==> config.mk <==
export PLATFORM = sky130hd
export DESIGN_NAME = spi_target
export DESIGN_NICKNAME = d
export VERILOG_FILES = /design/src/rtl/spi_sync_edge.sv /design/src/rtl/spi_target.sv
export SDC_FILE = /design/constraint.sdc
export NUM_CORES = 1
export LEC_CHECK = 0
export BUFFER_PORTS_ARGS = -buffer_cell sky130_fd_sc_hd__buf_2
export CAP_MARGIN = 20
export CELL_PAD_IN_SITES_DETAIL_PLACEMENT = 0
export CELL_PAD_IN_SITES_GLOBAL_PLACEMENT = 2
export CORE_ASPECT_RATIO = 1.2
export CORE_MARGIN = 2
export CORE_UTILIZATION = 38
export CTS_CLUSTER_DIAMETER = 50
export DETAILED_ROUTE_END_ITERATION = 12
export HOLD_SLACK_MARGIN = 0.06
export PLACE_DENSITY = 0.79
export REMOVE_ABC_BUFFERS = 1
export SYNTH_ARGS = -nofsm -noshare
export SYNTH_HDL_FRONTEND = slang
export SYNTH_SLANG_ARGS = --single-unit
==> constraint.sdc <==
create_clock -name clk -period 2.1 [get_ports clk]
set_input_delay 0.315 -clock clk [delete_from_list [all_inputs] [get_ports clk]]
set_output_delay 0.315 -clock clk [all_outputs]
set_load 0.05 [all_outputs]
==> src/rtl/spi_sync_edge.sv <==
// Multi-stage synchroniser for one asynchronous pin, plus single-cycle
// rise/fall pulses taken against one further registered copy of the level.
module spi_sync_edge #(
  parameter int   STAGES = 2,
  parameter logic IDLE   = 1'b0
) (
  input  logic clk,
  input  logic resetq,
  input  logic pin_i,
  output logic level_o,
  output logic rise_o,
  output logic fall_o
);

  logic [STAGES-1:0] sync_q;
  logic              prev_q;

  always_ff @(posedge clk or negedge resetq) begin
    if (!resetq) begin
      sync_q <= {STAGES{IDLE}};
      prev_q <= IDLE;
    end else begin
      sync_q <= {sync_q[STAGES-2:0], pin_i};
      prev_q <= sync_q[STAGES-1];
    end
  end

  assign level_o = sync_q[STAGES-1];
  assign rise_o  = sync_q[STAGES-1] & ~prev_q;
  assign fall_o  = ~sync_q[STAGES-1] & prev_q;

endmodule

==> src/rtl/spi_target.sv <==
// SPI mode-0 target for the j1 IO space: MSB-first bytes, sample on sck rise,
// shift on sck fall. CPU side uses the UART-style wr/rd strobes with busy/valid.
module spi_target #(
  parameter int         SYNC_STAGES = 2,
  parameter logic [7:0] FILL        = 8'hFF
) (
  input  logic       clk,
  input  logic       resetq,
  input  logic       sck,
  input  logic       cs_n,
  input  logic       mosi,
  output logic       miso,
  output logic       miso_oe,
  input  logic       wr,
  input  logic       rd,
  input  logic       clr,
  input  logic [7:0] tx_data,
  output logic [7:0] rx_data,
  output logic       valid,
  output logic       busy,
  output logic       overrun,
  output logic       underrun,
  output logic       selected
);

  logic sck_rise, sck_fall, sck_level_unused;
  logic cs_level_unused, cs_rise, cs_fall;
  logic mosi_s, mosi_rise_unused, mosi_fall_unused;

  spi_sync_edge #(.STAGES(SYNC_STAGES), .IDLE(1'b0)) u_sck (
    .clk(clk), .resetq(resetq), .pin_i(sck),
    .level_o(sck_level_unused), .rise_o(sck_rise), .fall_o(sck_fall)
  );

  spi_sync_edge #(.STAGES(SYNC_STAGES), .IDLE(1'b1)) u_cs (
    .clk(clk), .resetq(resetq), .pin_i(cs_n),
    .level_o(cs_level_unused), .rise_o(cs_rise), .fall_o(cs_fall)
  );

  spi_sync_edge #(.STAGES(SYNC_STAGES), .IDLE(1'b0)) u_mosi (
    .clk(clk), .resetq(resetq), .pin_i(mosi),
    .level_o(mosi_s), .rise_o(mosi_rise_unused), .fall_o(mosi_fall_unused)
  );

  logic       selected_q, selected_d;
  logic       miso_q, miso_d;
  logic [2:0] bit_cnt_q, bit_cnt_d;
  logic [7:0] tx_shift_q, tx_shift_d;
  logic [7:0] rx_shift_q, rx_shift_d;
  logic [7:0] tx_hold_q, tx_hold_d;
  logic       busy_q, busy_d;
  logic [7:0] rx_data_q, rx_data_d;
  logic       valid_q, valid_d;
  logic       overrun_q, overrun_d;
  logic       underrun_q, underrun_d;

  // A cs rise in the same cycle as an sck edge ends the frame; the edge is dropped.
  logic       load, shift, sample, byte_done;
  logic [7:0] rx_byte, tx_load;

  assign load      = cs_fall | (sck_fall & selected_q & ~cs_rise & (bit_cnt_q == 3'd0));
  assign shift     = sck_fall & selected_q & ~cs_rise & (bit_cnt_q != 3'd0);
  assign sample    = sck_rise & selected_q & ~cs_rise;
  assign byte_done = sample & (bit_cnt_q == 3'd7);
  assign rx_byte   = {rx_shift_q[6:0], mosi_s};

  always_ff @(posedge clk or negedge resetq) begin
    if (!resetq) begin
      selected_q <= 1'b0;
      miso_q     <= 1'b0;
      bit_cnt_q  <= 3'd0;
      tx_shift_q <= 8'h00;
      rx_shift_q <= 8'h00;
      tx_hold_q  <= 8'h00;
      busy_q     <= 1'b0;
      rx_data_q  <= 8'h00;
      valid_q    <= 1'b0;
      overrun_q  <= 1'b0;
      underrun_q <= 1'b0;
    end else begin
      selected_q <= selected_d;
      miso_q     <= miso_d;
      bit_cnt_q  <= bit_cnt_d;
      tx_shift_q <= tx_shift_d;
      rx_shift_q <= rx_shift_d;
      tx_hold_q  <= tx_hold_d;
      busy_q     <= busy_d;
      rx_data_q  <= rx_data_d;
      valid_q    <= valid_d;
      overrun_q  <= overrun_d;
      underrun_q <= underrun_d;
    end
  end

  always_comb begin
    selected_d = selected_q;
    miso_d     = miso_q;
    bit_cnt_d  = bit_cnt_q;
    tx_shift_d = tx_shift_q;
    rx_shift_d = rx_shift_q;
    tx_hold_d  = tx_hold_q;
    busy_d     = busy_q;
    rx_data_d  = rx_data_q;
    valid_d    = valid_q;
    overrun_d  = overrun_q;
    underrun_d = underrun_q;
    tx_load    = FILL;

    // Clears go first so a flag raised in the same cycle overrides them.
    if (clr) begin
      overrun_d  = 1'b0;
      underrun_d = 1'b0;
    end

    if (cs_fall) begin
      selected_d = 1'b1;
    end else if (cs_rise) begin
      selected_d = 1'b0;
    end

    // load and wr both look at the old busy, so they never contend for it.
    if (load) begin
      if (busy_q) begin
        tx_load = tx_hold_q;
        busy_d  = 1'b0;
      end else begin
        tx_load    = FILL;
        underrun_d = 1'b1;
      end
      tx_shift_d = tx_load;
      miso_d     = tx_load[7];
    end else if (shift) begin
      tx_shift_d = {tx_shift_q[6:0], 1'b0};
      miso_d     = tx_shift_q[6];
    end

    if (wr && !busy_q) begin
      tx_hold_d = tx_data;
      busy_d    = 1'b1;
    end

    if (cs_rise) begin
      bit_cnt_d  = 3'd0;
      rx_shift_d = 8'h00;
      miso_d     = 1'b0;
    end else if (sample) begin
      rx_shift_d = rx_byte;
      bit_cnt_d  = bit_cnt_q + 3'd1;
    end

    if (byte_done) begin
      rx_data_d = rx_byte;
      valid_d   = 1'b1;
      if (valid_q) overrun_d = 1'b1;
    end else if (rd) begin
      valid_d = 1'b0;
    end
  end

  assign miso     = miso_q;
  assign miso_oe  = selected_q;
  assign selected = selected_q;
  assign rx_data  = rx_data_q;
  assign valid    = valid_q;
  assign busy     = busy_q;
  assign overrun  = overrun_q;
  assign underrun = underrun_q;

endmodule
==> impl_metrics.toml, run 1 <==
[finish]
num_antenna_cells = 0
drive_gt1_share_pct = 37.1
syn2layout_area_growth_pct = 15.3
utilization_pct = 46.0
fin_area_mm2 = 0.00231
nets = 206
final_cells = 246
layout_common_cells = "dfrtp_1, buf_2, mux2_2, inv_1, a22o_1"
layout.cells.most_common = "dfrtp_1"

[setup_path]
cp-start-kind = "flop"
cp.arrival_ns = 1.96
startpoint = "u_cs.sync_q[1]"
rr_startpoint = "u_cs.sync_q[1]"
critPathKind = "flop to flop"
crit_path_end = "tx_shift_q[3]"
worst_path_max_delay_cell = "dfstp_2"
slowest_delay_ns = 0.56
required_ns = 2.27
path_buf_inv = 2
rr_endpoint = "tx_shift_q[3]"
crit_top_cell = "inv_1"
cp_max_fo = 8
cpLargestDelayFamily = "flip-flops"
cp.depth = 5
crit_path_end_kind = "flop"
reg2regPathDepth = 5
r2r_slack_ns = 0.31
path_cells = "inv_1, ha_1, inv_1, and2_1, o31ai_1"

[drt]
top_layer = "met4"
dr_wl_met2_um = 1730
via_per_inst = 5.07
wl_met1_um = 1680
dr_wl_met3_um = 163
drtIter0Drc = 71
drt-pass1-iter-count = 4
drc_errors = 0
vias = 1246
wl_um = 3640
wl_per_cell_um = 14.8
antenna_left = 0

[global_route]
grt_pass1_wl_um = 6410
grt_antenna_before_repair = 0
grt_pass1_vias = 1378
grt_max_degree = 21
grt.total_usage_pct = 13.7
grt_overflow = 0

[placed_design]
dp_hpwl_um = 2680
place_congestion = 0.713
dpl_cell_area_mm2 = 0.00220
dp.cells = 237
port_buffers = 30

[timing]
hold_violations = 0
fin_crit_ns = 1.79
worst_slew_pin_slew_ns = 0.521
drv_slew = 0
rsz0062_at_grt = "no"
setup_viol = 0
fin_hold_ws_ns = 0.105
post-route-period-util_pct = 85.1
fin_skew_ns = 0.00474
fmax_mhz = 559
relSlewSlack_pct = 65.2
totalNegativeSetupSlack_ns = 0

[yosys]
synth_area_mm2 = 0.00200
syn-instance-count = 152
synth-seq-cells = 47
synth_edf_count = 0
synth_warnings = 0
seq_area_frac_synth_pct = 59.0
synthFlopType = "dfrtp_1"
ys_types = 30
avgSynthCellArea_um2 = 13.2
ys_async_sr_fraction_pct = 100

[clocking]
worstSkewPairLatency_ns = 0.30
cts-root-buf = "clkbuf_8"
cts_max_level = 2
cts_resized = 0
cts_tree = "yes"
cts_max_path_buffers = 2
clk_pin_slew_ns = 0.09
cts_inserted_buffers = 5
cts_sinks = 47

[status]
status = "completed"

[floorplanning]
num_rows = 28
num_io_pins = 31
fp.dieW_um = 70.2
coreArea_mm2 = 0.00501
die_y_um = 83.5
start_util_pct = 39.9
dieArea_mm2 = 0.00586

[hold_path]
hold_path_class = "input pin to flop"

[power]
peakVddDrop_v = 0.000500
seq_power_share_pct = 54.2
leakagePower_nw = 1.13
switching_power_mw = 0.564
switching_share_pct = 28.0
internal_power_mw = 1.45
p_comb_share_pct = 17.5
p_per_area_mw_per_mm2 = 873
clkPwrFrac_pct = 28.3

[run]
maxCapViolCount = 0
## flip-flops by register name, indices dropped and copies added (netlist names)
signal	count
rx_data	8
tx_hold_q	8
rx_shift_q	7
tx_shift_q	7
bit_cnt_q	3
u_cs.sync_q	2
u_mosi.sync_q	2
u_sck.sync_q	2
busy	1
miso	1
miso_oe	1
overrun	1
u_cs.prev_q	1
u_sck.prev_q	1
underrun	1
valid	1
## area by class of cell
| type | instances | area (um^2) |
|---|---|---|
| clock buffer | 6 | 82.6 |
| clock inverter | 2 | 16.3 |
| fill | 487 | 2700 |
| inverter | 9 | 33.8 |
| multi-input combinational | 86 | 721 |
| sequential | 47 | 1180 |
| tap | 60 | 75.1 |
| timing repair buffer | 36 | 198 |
## how the worst min path moves through the flow
stage	startpoint	endpoint	slack, ns	depth (start not counted)
2_1_floorplan	resetq	bit_cnt_q[0]	0.02	0
3_3_place_gp	resetq	rx_data[2]	0.22	1
3_5_place_dp	resetq	rx_data[2]	0.23	1
4_1_cts	cs_n	u_cs.sync_q[0]	0.09	1
5_1_grt	cs_n	u_cs.sync_q[0]	0.08	1
6_report	cs_n	u_cs.sync_q[0]	0.10	1
## per-stage QoR
stage	power [mW]	worst slack [ns]
finish	2.01	0.312
global route	2.15	0.208
CTS	2.05	0.320
detailed placement	1.47	0.337
global placement	1.45	0.370
floorplan	1.35	0.0251
## worst register-to-register path, cell delays in order (launching register included)
cell,delay (ns)
dfstp_2,0.56
inv_1,0.05
ha_1,0.31
inv_1,0.23
and2_1,0.38
o31ai_1,0.14
## what timing repair did
action                    4_1_cts  5_1_grt
hold buffers                    1        0
hold endpoints to repair       12        0
setup buffers                   0        0
## cell families after synthesis
family                   count (synthesis)  share of synthesized area, %
adder cells (fa/ha/maj)                  5                          3.13
flip-flops                              47                          59.0
buffers and inverters                   19                          4.94
multiplexers                            17                          9.57
AND/OR/NAND/NOR                         32                          11.3
AO/OA/AOI/OAI                           32                          12.1
## routing by layer
| layer | global-route usage, % | vias to the layer above |
|---|---|---|
| li1 | - | 598 |
| met1 | 18.2 | 618 |
| met2 | 21.2 | 24 |
| met3 | 4.47 | 6 |
| met4 | 4.72 | 0 |
| met5 | 0 | - |
## cells in the mapped netlist (2+ instances only)
cell | count | share of area (%)
nand3_1 | 7 | 1.8
nand2b_1 | 7 | 2.2
a22o_1 | 9 | 3.9
mux2_2 | 17 | 9.6
buf_2 | 4 | 1.0
nor3b_1 | 7 | 2.6
dfrtp_1 | 44 | 55
nor2b_1 | 2 | 0.63
and2_1 | 2 | 0.63
a21oi_1 | 8 | 2.0
o21ai_0 | 3 | 0.75
o31ai_1 | 7 | 2.6
ha_1 | 5 | 3.1
inv_1 | 9 | 1.7
dfstp_2 | 3 | 3.9
buf_4 | 4 | 1.5
## power groups by stage
stage | clock, mW | sequential, mW | combinational [mW]
2_1_floorplan | 0 | 1.14 | 0.211
3_3_place_gp | 0 | 1.11 | 0.346
3_5_place_dp | 0 | 1.11 | 0.356
4_1_cts | 0.599 | 1.09 | 0.358
5_1_grt | 0.650 | 1.11 | 0.395
6_report | 0.570 | 1.09 | 0.352
(Power assumes the default switching activity.)
==> run 2: changes to the inputs <==
- CORE_MARGIN: 2 -> 4
==> run 2 against run 1 <==
Against the previous run:
- hold slack worse by 0.0045 ns
- largest cell class unchanged
- sequential share of layout area decreased by 0.41 points
- first-iteration DRC count down 27%
- clock power is 17% higher
- combinational power barely moved
- critical endpoint is now underrun
- critical path type unchanged
==> impl_metrics.toml, run 2 (synthesis gave the netlist of run 1 again) <==
[timing]
worst_slew_pin_slew_ns = 0.556
drv_slew = 0
setup_viol = 0
fmax_mhz = 557
fin_crit_ns = 1.80
rsz0062_at_grt = "no"
fin_skew_ns = 0.0136
fin_hold_ws_ns = 0.100
post-route-period-util_pct = 85.5
setup_ws_ns = 0.305
hold_violations = 0
totalNegativeSetupSlack_ns = 0
relSlewSlack_pct = 62.9

[drt]
vias = 1261
wl_um = 3740
via_per_inst = 5.15
antenna_left = 0
drtIter0Drc = 52
drc_errors = 0
wl_per_cell_um = 15.3
drt-pass1-iter-count = 5

[setup_path]
required_ns = 2.26
crit_path_end_kind = "flop"
cp-start-kind = "flop"
cp_max_fo = 11
critPathKind = "flop to flop"
cp.arrival_ns = 1.96

[floorplanning]
num_io_pins = 31
dieArea_mm2 = 0.00649
num_rows = 28
coreArea_mm2 = 0.00501
fp.dieW_um = 74.2
start_util_pct = 39.9
die_y_um = 87.5

[global_route]
grt_pass1_wl_um = 6280
grt_max_degree = 26
grt_antenna_before_repair = 0
grt.total_usage_pct = 12.9
grt_overflow = 0
grt_pass1_vias = 1272

[power]
peakVddDrop_v = 0.000478
leakagePower_nw = 1.14
p_per_area_mw_per_mm2 = 908
total_power_mw = 2.11

[clocking]
cts_sinks = 47
cts_tree = "yes"
cts_inserted_buffers = 5
worstSkewPairLatency_ns = 0.30
cts_max_path_buffers = 2
cts-root-buf = "clkbuf_8"
cts_max_level = 2
clk_pin_slew_ns = 0.09

[placed_design]
dp_hpwl_um = 2730
dpl_cell_area_mm2 = 0.00220
place_congestion = 0.748
pre_cts_slack_ns = 0.331
dp.cells = 236
port_buffers = 30

[finish]
layout_common_cells = "dfrtp_1, buf_2, mux2_2, inv_1, a22o_1"
fillCellCount = 482
layout.cells.most_common = "dfrtp_1"
utilization_pct = 46.4
fin_area_mm2 = 0.00232
num_antenna_cells = 0
syn2layout_area_growth_pct = 16.3
drive_gt1_share_pct = 36.8
nets = 205
final_cells = 245

[run]
maxCapViolCount = 0

[hold_path]
hold_path_class = "input pin to flop"

[status]
status = "completed"
==> run 2: cell type report <==
class                   instances  area (um^2)  area share [%]
flip-flops and latches         47         1180            50.8
multi-input cells              86          721            31.0
repair buffers                 35          203            8.72
well taps                      60         75.1            3.23
clock buffers                   5         68.8            2.96
clock inverters                 3         43.8            1.88
inverters                       9         33.8            1.45
==> run 2: per-layer routing <==
metal / routed length, um / part of all wire [%] / global-route usage [%]
met4: 85 / 2.3 / 5.34
met1: 1710 / 46 / 18.3
met3: 150 / 4.0 / 4.16
met5: 0 / 0 / 0
met2: 1790 / 48 / 18.1
==> run 2: power by group <==
group | leakage (nW) | switching [mW] | internal, mW
Combinational | 0.483 | 0.193 | 0.162
Sequential | 0.596 | 0.0693 | 1.02
Clock | 0.0581 | 0.311 | 0.355
Total | 1.14 | 0.574 | 1.54
==> run 2: timing repair <==
action                    4_1_cts  5_1_grt
setup buffers                   0        0
hold buffers                    1        0
hold endpoints to repair       19        0
resized for setup               0        0
==> run 2: path summary, 6_finish.rpt <==
kind                       depth (start not counted)  slack (ns)                to             start
setup reg to reg                                   5        0.30          underrun    u_cs.sync_q[1]
max in group asynchronous                          3        1.03      tx_hold_q[4]            resetq
hold reg to reg                                    0        0.36  u_mosi.sync_q[1]  u_mosi.sync_q[0]
hold / removal                                     1        0.10    u_cs.sync_q[0]              cs_n
min in group asynchronous                          2        0.53             valid            resetq
setup / recovery                                   5        0.30          underrun    u_cs.sync_q[1]
==> run 2: critical path: stages, from the launching register on <==
cell and delay (ns):
dfstp_2 0.56, inv_1 0.04, ha_1 0.29, inv_1 0.26, and2_1 0.37, o32ai_2 0.13
==> run 3: changes to the inputs <==
- PLACE_DENSITY: 0.79 -> 0.88
==> run 3 against run 2 <==
Against the previous run:
- clock skew shrank 0.0036 ns
- final cell count up 0.41%
- sequential share of layout area down 0.27 points
- total power rose by 1.3%
- cell area is 0.54% higher
- utilization grew 0.25 points
- critical endpoint is now rx_data[7]
- highest routed layer unchanged
==> impl_metrics.toml, run 3 (synthesis gave the netlist of run 1 again) <==
[timing]
relSlewSlack_pct = 66.7
fmax_mhz = 567
post-route-period-util_pct = 83.9
totalNegativeSetupSlack_ns = 0
worst_slew_pin_slew_ns = 0.499
setup_ws_ns = 0.338
hold_violations = 0
setup_viol = 0
rsz0062_at_grt = "no"
drv_slew = 0
fin_skew_ns = 0.0101
fin_crit_ns = 1.76

[floorplanning]
fp.dieW_um = 74.2
die_y_um = 87.5
coreArea_mm2 = 0.00501
dieArea_mm2 = 0.00649
num_rows = 28
start_util_pct = 39.9
num_io_pins = 31

[drt]
drt-pass1-iter-count = 4
drc_errors = 0
dr_wl_met2_um = 1760
drtIter0Drc = 80
wl_per_cell_um = 14.8
wl_met1_um = 1650
vias = 1252
via_per_inst = 5.09
wl_um = 3640
top_layer = "met4"
dr_wl_met3_um = 209
antenna_left = 0

[setup_path]
required_ns = 2.28
cp.arrival_ns = 1.94
reg2regPathDepth = 5
rr_startpoint = "u_cs.prev_q"
path_cells = "inv_1, ha_1, and4bb_4, nand2_4, mux2_2"
startpoint = "u_cs.prev_q"
critPathKind = "flop to flop"
rr_endpoint = "rx_data[7]"
cpLargestDelayFamily = "simple AND/OR/NAND/NOR gates"
cp_max_fo = 11
path_buf_inv = 1
worst_path_max_delay_cell = "dfstp_2"
slowest_delay_ns = 0.54
crit_path_end_kind = "flop"
cp-start-kind = "flop"
r2r_slack_ns = 0.34

[finish]
num_antenna_cells = 0
drive_gt1_share_pct = 37.1
regArea_mm2 = 0.00118
syn2layout_area_growth_pct = 16.9
layout_common_cells = "dfrtp_1, buf_2, mux2_2, inv_1, a22o_1"
multi_input_area_um2 = 721
nets = 206
layout.cells.most_common = "dfrtp_1"
fillCellCount = 464

[global_route]
grt_max_degree = 48
grt_antenna_before_repair = 0
grt_overflow = 0
grt.total_usage_pct = 12.8
grt_pass1_wl_um = 6420
grt_pass1_vias = 1395

[hold_path]
min_to = "u_cs.sync_q[0]"
hold_path_class = "input pin to flop"
min_path_cells = 1
hold_path.startpoint = "cs_n"

[clocking]
cts_sinks = 47
cts_tree = "yes"
cts_max_level = 2
clk_pin_slew_ns = 0.08
cts_inserted_buffers = 5
cts_max_path_buffers = 2
postCtsSetupRepairBufs = 0
worstSkewPairLatency_ns = 0.30
cts-root-buf = "clkbuf_8"
cts_resized = 0

[power]
leakagePower_nw = 1.14
p_per_area_mw_per_mm2 = 915
peakVddDrop_v = 0.000421

[placed_design]
pre_cts_slack_ns = 0.345
place_congestion = 0.745
dp_hpwl_um = 2620
port_buffers = 30

[status]
status = "completed"

[run]
maxCapViolCount = 0
-- run 3: changes by cell type in the layout (fill, tap and decap cells not counted) --
| cell | before | now |
|---|---|---|
| buf_4 | 3 | 4 |
| clkinv_4 | 1 | 0 |
| clkbuf_8 | 5 | 6 |
-- run 3: cell type report --
type | instances | area share, %
Multi-Input combinational cell | 86 | 30.8
Timing Repair Buffer | 36 | 8.99
Clock buffer | 6 | 3.53
Sequential cell | 47 | 50.5
Clock inverter | 2 | 1.50
Tap cell | 60 | 3.21
Inverter | 9 | 1.45
-- run 3: per-layer routing --
| layer | track usage (%) | vias to the layer above |
|---|---|---|
| met5 | 0 | - |
| met4 | 4.21 | 0 |
| met3 | 3.81 | 2 |
| met2 | 20.4 | 36 |
| met1 | 16.6 | 612 |
| li1 | - | 602 |
-- run 3: repair_timing --
item | in CTS | in global routing
endpoints found under the setup margin | 0 | 0
hold buffers | 1 | 0
endpoints found under the hold margin | 44 | 0
-- run 3: how the worst max path moves through the flow --
stage / cells after the start / to / slack, ns
floorplan: 3 / underrun / 0.03
global placement: 5 / rx_data[7] / 0.40
detailed placement: 5 / rx_data[7] / 0.35
CTS: 5 / rx_data[7] / 0.32
global route: 6 / tx_shift_q[4] / 0.22
finish: 5 / rx_data[7] / 0.34
-- run 3: power breakdown --
group	total [mW]	switching, mW	leakage [nW]	internal, mW
Sequential	1.09	0.0670	0.596	1.02
Clock	0.681	0.296	0.0612	0.385
Combinational	0.370	0.203	0.487	0.166
-- run 3: worst register-to-register path: stages, from the launching register on --
cell and delay, ns:
dfstp_2 0.54, inv_1 0.04, ha_1 0.22, and4bb_4 0.43
nand2_4 0.13, mux2_2 0.29
-- run 3: stage by stage --
step	cells	power (mW)	util, %	hold slack [ns]	cell area, um^2
after global routing	246	2.26	46.7	0.0926	2340
after global placement	237	1.46	44.1	0.312	2210
after detailed placement	237	1.48	44.1	0.312	2210
after floorplan	142	1.35	-	0.0194	1930
after CTS	246	2.17	46.7	0.0962	2340
final	246	2.14	46.7	0.110	2340
